`src/rtl/cordic_issue_master.sv`:
```
// cordic_issue_master: FIFO-buffered issuer for the CORDIC cosine slave; CORDIC_ISSUE_TIMEOUT_EN adds the done-timeout path.
module cordic_issue_master #(
  parameter int DEPTH   = 8,
  parameter int TIMEOUT = 31
) (
  input  logic        clock,
  input  logic        aclr_n,
  input  logic        in_valid,
  output logic        in_ready,
  input  logic [31:0] in_data,
  output logic        out_valid,
  input  logic        out_ready,
  output logic [31:0] out_data,
  output logic        cordic_aclr,
  output logic        cordic_clk_en,
  output logic        cordic_start,
  output logic [31:0] cordic_dataa,
  input  logic [31:0] cordic_result,
  input  logic        cordic_done,
  output logic        busy,
  output logic        timeout_err
);
  localparam int AW = $clog2(DEPTH);
  typedef enum logic [1:0] {IDLE, START, RUN, OUT} state_t;
  state_t state_q, state_d;
  logic [31:0] mem_q [DEPTH];
  logic [AW-1:0] wr_ptr_q, wr_ptr_d, rd_ptr_q, rd_ptr_d;
  logic [AW:0] count_q, count_d;
  logic [31:0] out_data_q, out_data_d;
  logic aclr_q, aclr_d, push, pop, tmo;
  assign in_ready = count_q != (AW+1)'(DEPTH);
  assign push = in_valid && in_ready;
  assign pop = state_q == START;
`ifdef CORDIC_ISSUE_TIMEOUT_EN
  logic [7:0] wait_cnt_q, wait_cnt_d;
  logic terr_q, terr_d;
  assign tmo = state_q == RUN && !cordic_done && wait_cnt_q == 8'(TIMEOUT);
  assign timeout_err = terr_q;
  always_comb begin
    wait_cnt_d = state_q == START ? 8'd0 : state_q == RUN ? wait_cnt_q + 8'd1 : wait_cnt_q;
    terr_d = terr_q | tmo;
  end
  always_ff @(posedge clock or negedge aclr_n) begin
    if (!aclr_n) begin
      wait_cnt_q <= '0;
      terr_q <= 1'b0;
    end else begin
      wait_cnt_q <= wait_cnt_d;
      terr_q <= terr_d;
    end
  end
`else
  assign tmo = 1'b0;
  assign timeout_err = 1'b0;
`endif
  always_comb begin
    state_d = state_q;
    out_data_d = out_data_q;
    aclr_d = tmo;
    wr_ptr_d = push ? wr_ptr_q + 1'b1 : wr_ptr_q;
    rd_ptr_d = pop ? rd_ptr_q + 1'b1 : rd_ptr_q;
    count_d = count_q + (AW+1)'(push) - (AW+1)'(pop);
    case (state_q)
      IDLE: state_d = count_q != 0 ? START : IDLE;
      START: state_d = RUN;
      RUN: begin
        if (cordic_done) begin
          out_data_d = cordic_result;
          state_d = OUT;
        end else if (tmo) begin
          out_data_d = 32'h7FC0_0000;
          state_d = OUT;
        end
      end
      default: if (out_ready) state_d = count_q != 0 ? START : IDLE;
    endcase
  end
  always_ff @(posedge clock or negedge aclr_n) begin
    if (!aclr_n) begin
      state_q <= IDLE;
      wr_ptr_q <= '0;
      rd_ptr_q <= '0;
      count_q <= '0;
      out_data_q <= '0;
      aclr_q <= 1'b1;
    end else begin
      state_q <= state_d;
      wr_ptr_q <= wr_ptr_d;
      rd_ptr_q <= rd_ptr_d;
      count_q <= count_d;
      out_data_q <= out_data_d;
      aclr_q <= aclr_d;
    end
  end
  always_ff @(posedge clock) begin
    if (push) mem_q[wr_ptr_q] <= in_data;
  end
  // The slave's index freezes once done is seen, so clk_en drops in the done cycle itself.
  assign cordic_clk_en = state_q == START || (state_q == RUN && !cordic_done);
  assign cordic_start = state_q == START;
  assign cordic_dataa = count_q != 0 ? mem_q[rd_ptr_q] : 32'd0;
  assign cordic_aclr = aclr_q;
  assign out_valid = state_q == OUT;
  assign out_data = out_data_q;
  assign busy = count_q != 0 || state_q != IDLE;
endmodule

```
`config.mk`:
```
export PLATFORM = sky130hd
export DESIGN_NAME = cordic_issue_master
export DESIGN_NICKNAME = d
export VERILOG_FILES = /design/src/rtl/cordic_issue_master.sv
export SDC_FILE = /design/constraint.sdc
export NUM_CORES = 1
export LEC_CHECK = 0
export CORE_MARGIN = 8
export CORE_UTILIZATION = 52
export CTS_BUF_LIST = sky130_fd_sc_hd__clkbuf_4 sky130_fd_sc_hd__clkbuf_8
export DETAILED_ROUTE_END_ITERATION = 10
export PLACE_DENSITY = 0.78
export SYNTH_ARGS = -nofsm -noshare
export SYNTH_HDL_FRONTEND = slang
export SYNTH_SLANG_ARGS = --single-unit
```
`constraint.sdc`:
```
create_clock -name clock -period 3.6 [get_ports clock]
set_input_delay 0.72 -clock clock [delete_from_list [all_inputs] [get_ports clock]]
set_output_delay 0.72 -clock clock [all_outputs]
set_load 0.005 [all_outputs]
```
Word level (Yosys, flattened, before mapping)
Memories as Yosys holds them, arrays and structs flattened.
Index checks and enable logic that the tools add are counted.
{"block": "totals", "regBits": 45, "wordCells": 34, "rom_bits": 0, "latch_bits": 0, "ramBits": 256, "memories": 1}
{"memory": "mem_q", "words": 8, "word_bits": 32, "rd": 1, "rd_clocked_by_memory_dff": 0, "write_ports": 1, "line": "26", "text": "logic [31:0] mem_q [DEPTH];"}
{"block": "classes", "n_shift": 0, "add_sub_neg": 4, "muxes": 7, "eq_ne": 5, "reduce_logical": 11, "order_cmp": 0, "div_mod_pow": 0, "mul": 0, "n_bitwise": 0}
{"cell": "$mux W32", "n": 1}
{"cell": "$reduce_bool A4 Y1", "n": 2}
{"cell": "$add A3 B1 Y3 const B", "n": 2}
{"cell": "$pmux W2 S3", "n": 1}
{"cell": "$add A4 B1 Y4", "n": 1}
{"cell": "$eq A2 B2 Y1 const B", "n": 2}
{"cell": "$mux W2", "n": 2}
{"cell": "$ne A4 B4 Y1 const B", "n": 1}
{"cell": "$reduce_and A2 Y1", "n": 2}
{"cell": "$sub A4 B1 Y4", "n": 1}
{"cell": "$mux W1", "n": 3}
{"cell": "$eq A2 B1 Y1 const B", "n": 1}
{"cell": "$logic_and A1 B1 Y1", "n": 2}
{"cell": "$logic_not A2 Y1", "n": 1}
{"cell": "$logic_or A1 B1 Y1", "n": 2}
{"cell": "$ne A2 B2 Y1 const B", "n": 1}
{"cell": "$reduce_bool A2 Y1", "n": 1}
{"cell": "$logic_not A1 Y1", "n": 1}

Logic depth before layout (Yosys ltp)
{"block": "depth", "word_depth": 4, "ltp_mapped": 11, "mapped_depth_nobuf": 10}

Worst setup path after synthesis
Ideal clock, no wire load.
{"block": "synth_timing", "kind": "reg2reg", "start": "reg count_q[2]", "end": "mem mem_q[1][0] (enable)", "required_time_ns": 3.139, "arrival_ns": 3.235, "stages_incl_launch_ff": 7, "slack_ns": -0.096, "n_path_buf": 1, "cell_sequence": "dfrtp_1 > inv_1 > ha_1 > or3b_1 > clkbuf_1 > nand3_1 > nor3_1"}
{"block": "synth_between", "elab_chain_cells": 4}
{"element": "start: declaration", "line": "28", "text": "logic [AW:0] count_q, count_d;"}
{"element": "start signal: assignment", "line": "90", "text": "count_q <= count_d;"}
{"element": "$ne A4 B4 Y1", "line": "31", "text": "assign in_ready = count_q != (AW+1)'(DEPTH);"}
{"element": "net in_ready", "line": "9", "text": "output logic in_ready,"}
{"element": "$logic_and A1 B1 Y1", "line": "32", "text": "assign push = in_valid && in_ready;"}
{"element": "$mux W1", "line": "96", "text": "if (push) mem_q[wr_ptr_q] <= in_data;"}
{"element": "$mux W1 (implied by the code)", "line": "96"}
{"element": "end: declaration", "line": "26"}
The timed path passes the listed nets, and every way through them passes these cells.

Worst setup path in the final report
{"block": "layout_timing", "start": "reg rd_ptr_q[1]", "end": "out cordic_dataa[15]"}
{"block": "layout_between", "elab_chain_cells": 2}
{"element": "start: declaration", "line": "27", "text": "logic [AW-1:0] wr_ptr_q, wr_ptr_d, rd_ptr_q, rd_ptr_d;"}
{"element": "start signal: assignment", "line": "89", "text": "rd_ptr_q <= rd_ptr_d;"}
{"element": "$mem_v2 Z8 W32"}
{"element": "$mux W32", "line": "101", "text": "assign cordic_dataa = count_q != 0 ? mem_q[rd_ptr_q] : 32'd0;"}
{"element": "end: declaration", "line": "17", "text": "output logic [31:0] cordic_dataa,"}
Every way passes these cells.

==> flow_summary_export.csv <==
group,metric,value,unit
grt,grt_usage,0.180,
synth,ys_seq_elements,301,
die,io_pins,140,
grt,grt_start_max_net_pins,46,
sta,fin_ws,110,ps
die,die_h,165,um
synth,yosys.area.top_type,"edfxtp_1",
clock_network,cts.sinks,301,
sta,finalHoldViolations,0,
detailed_routing,wl_per_cell,23.3,um
synth,synth_area_per_cell,22.4,um^2
clock_network,cts_tree,"done",
setup_path,regToRegEndpoint,"count_q[2]",
setup_path,worstPathArrival,2770,ps
detailed_routing,drc_errors,0,
sta,fmax,287,MHz
die,die_x,165,um
finish,diodes,0,
clock_network,htreeDepth,2,
synth,syn_area,11600,um^2
power,worst_ir_drop_vdd,0.000506,V
setup_path,crit_end,"cordic_dataa[15]",
synth,synthTopCellsByArea,"edfxtp_1 66%, dfrtp_1 9.5%, mux4_2 9.1%",
placement,portBuffers,138,
clock_network,clk_latency,540,ps
sta,fin_skew,17.6,ps
setup_path,critical_path_required,2880,ps
die,core_area,21900,um^2
flow_run,drv_cap,0,
placement,post-place-ws,454,ps
sta,finalSetupViolations,0,
grt,grt_pass1_wl,37.1,mm
status,run_status,"complete, no violations",
clock_network,clock_path_buffers,3,
die,start_util,0.530,
power,switchingPower,0.00344,W
detailed_routing,vias,5819,
die,std_cell_rows,54,
setup_path,cp-start-kind,"register",
setup_path,r2r-start,"count_q[2]",
setup_path,crit_path_end_kind,"output pin",
clock_network,cts_buffers,47,
setup_path,critPathLaunch,"rd_ptr_q[1]",
power,p_seq_frac,0.412,
synth,synth_top_area_frac,0.663,
sta,period_share,0.969,
finish,layout-drive-gt1-share,0.265,
setup_path,rr_worst_depth,10,
detailed_routing,drt_wl_total,23.9,mm
finish,final_nets,788,
sta,rsz0062_at_grt,"no",
power,internal_power,0.00846,W
synth,yosysSeqAreaShare,0.760,
placement,place_congestion,0.742,
synth,synth_warnings,0,
setup_path,critPathKind,"register to output pin",
power,clockPowerShare,0.229,
synth,synth_cell_types,33,
power,p_leak,5.06,nW
die,die-area,27300,um^2
synth,synth_cells,518,
power,switching_share,0.289,
detailed_routing,viasPerCell,5.68,
sta,worstMarginPinSlew,1020,ps
clock_network,cts.clk_slew.worst_paths,60,ps
placement,dp_hpwl,14.3,mm
finish,fillers,1414,
sta,maxSlewHeadroom,0.321,
power,power_frac_comb,0.359,
sta,setup_tns,0,ps
clock_network,cts-root-buf,"clkbuf_8",
grt,first_global_vias,6528,
hold_path,hold_path.class,"input port to async pin",
sta,slew_violations,0,
sta,post-route-min-period,3490,ps
detailed_routing,first_pass_iters,4,
grt,overflow,0,
setup_path,path_max_fanout,30,
finish,area_delta_synth_final,24.9,%
setup_path,worst-r2r-setup-slack,1220,ps
grt,antenna_found_initial,0,
detailed_routing,drtIter0Drc,394,
power,power.density,821,nW/um^2
detailed_routing,ant_nets,0,
cell usage after synthesis (all sizes together):
library cell / count
a21o: 2
a21oi: 2
a22o: 32
buf: 16
clkbuf: 10
conb: 1
dfrtp: 44
dfstp: 1
edfxtp: 256
fa: 1
ha: 12
inv: 10
mux2: 36
mux4: 64
nand2: 6
nand2b: 2
nand3: 2
nand3b: 1
nor2: 7
nor2b: 1
nor3: 2
nor3b: 1
nor4: 1
o21ai: 1
or3b: 1
xnor2: 4
xor2: 2
critical path, cell delays in order, from the launching register on:
cell             delay, ps
dfrtp_2                850
buf_4                  320
mux4_2                 340
a22o_1                 260
clkdlybuf4s50_1        450
stage by stage:
stage               instance area [um^2]  power (W)  hold slack (ps)   util  cells
floorplan                          11600    0.00716              424      -    519
global placement                   13500    0.00900              488  0.616    932
detailed placement                 13500    0.00915              497  0.616    932
CTS                                14500     0.0120              366  0.660   1022
global route                       14500     0.0125              423  0.662   1024
finish                             14500     0.0119              362  0.662   1024
sequential cells by signal, summed over array words and instances (netlist names):
register,flops
out_data,32
count_q,4
cordic_aclr,1
state_q,2
mem_q,256
rd_ptr_q,3
wr_ptr_q,3
final cells by class:
cell class | count | area (um^2) | share of cell area
Clock buffer | 63 | 773 | 0.0534
Clock inverter | 24 | 134 | 0.00924
Inverter | 10 | 37.5 | 0.00259
Multi-Input combinational cell | 184 | 2690 | 0.185
Sequential cell | 301 | 8820 | 0.609
Tap cell | 280 | 350 | 0.0242
Timing Repair Buffer | 162 | 1690 | 0.117
placed cells by master (no fill, tap or decap), types with 4 or more instances in the layout:
cell type / synthesis / final
inv_1: 10 / 10
clkdlybuf4s50_1: 0 / 137
buf_12: 2 / 9
ha_1: 12 / 12
mux2_2: 36 / 36
nor2_4: 0 / 8
nand2_1: 6 / 6
a22o_1: 32 / 32
clkinv_1: 0 / 14
buf_4: 1 / 14
clkbuf_8: 0 / 48
mux4_2: 47 / 47
clkinv_2: 0 / 7
xnor2_1: 4 / 4
clkbuf_4: 0 / 15
dfrtp_1: 44 / 42
mux4_1: 17 / 17
edfxtp_1: 256 / 256
worst min path at each step:
stage            startpoint           end  slack, ps  cells past startpoint
6_report             aclr_n   out_data[7]        360                      1
5_1_grt              aclr_n  out_data[10]        420                      1
3_3_place_gp    out_data[6]   out_data[6]        490                      1
2_1_floorplan        aclr_n    count_q[0]        420                      0
3_5_place_dp   out_data[25]  out_data[25]        500                      1
4_1_cts              aclr_n   out_data[7]        370                      1
power groups by stage:
stage | sequential [W] | combinational [W] | clock [W]
4_1_cts | 0.00492 | 0.00431 | 0.00278
3_5_place_dp | 0.00500 | 0.00415 | 0
3_3_place_gp | 0.00494 | 0.00406 | 0
2_1_floorplan | 0.00480 | 0.00236 | 0
6_report | 0.00491 | 0.00427 | 0.00272
5_1_grt | 0.00498 | 0.00457 | 0.00293
timing repair:
action                     in CTS  in global routing
buffers inserted                1                  2
setup endpoints to repair      32                 30
pin swaps                       1                  1
gates cloned                    2                  0
hold buffers                    0                  0
gates resized for setup         3                  0
kinds of logic (layout without fill, tap and decap cells):
kind of cell,count (synthesis),in the layout,share of synthesized area
multiplexers,100,100,0.165
flip-flops,301,301,0.760
XOR/XNOR,6,6,0.00453
adder cells (fa/ha/maj),13,13,0.0147
buffers and inverters,36,259,0.0186
AND/OR/NAND/NOR,24,26,0.0106
AO/OA/AOI/OAI,37,37,0.0267
other,1,2,0.000323
metal layers:
metal,track usage,vias up,part of all wire
li1,-,2539,-
met1,0.219,3005,0.40
met2,0.301,238,0.50
met3,0.0548,37,0.088
met4,0.0613,0,0.020
met5,0,-,0
No activity file was read; power rests on OpenSTA's default activity.
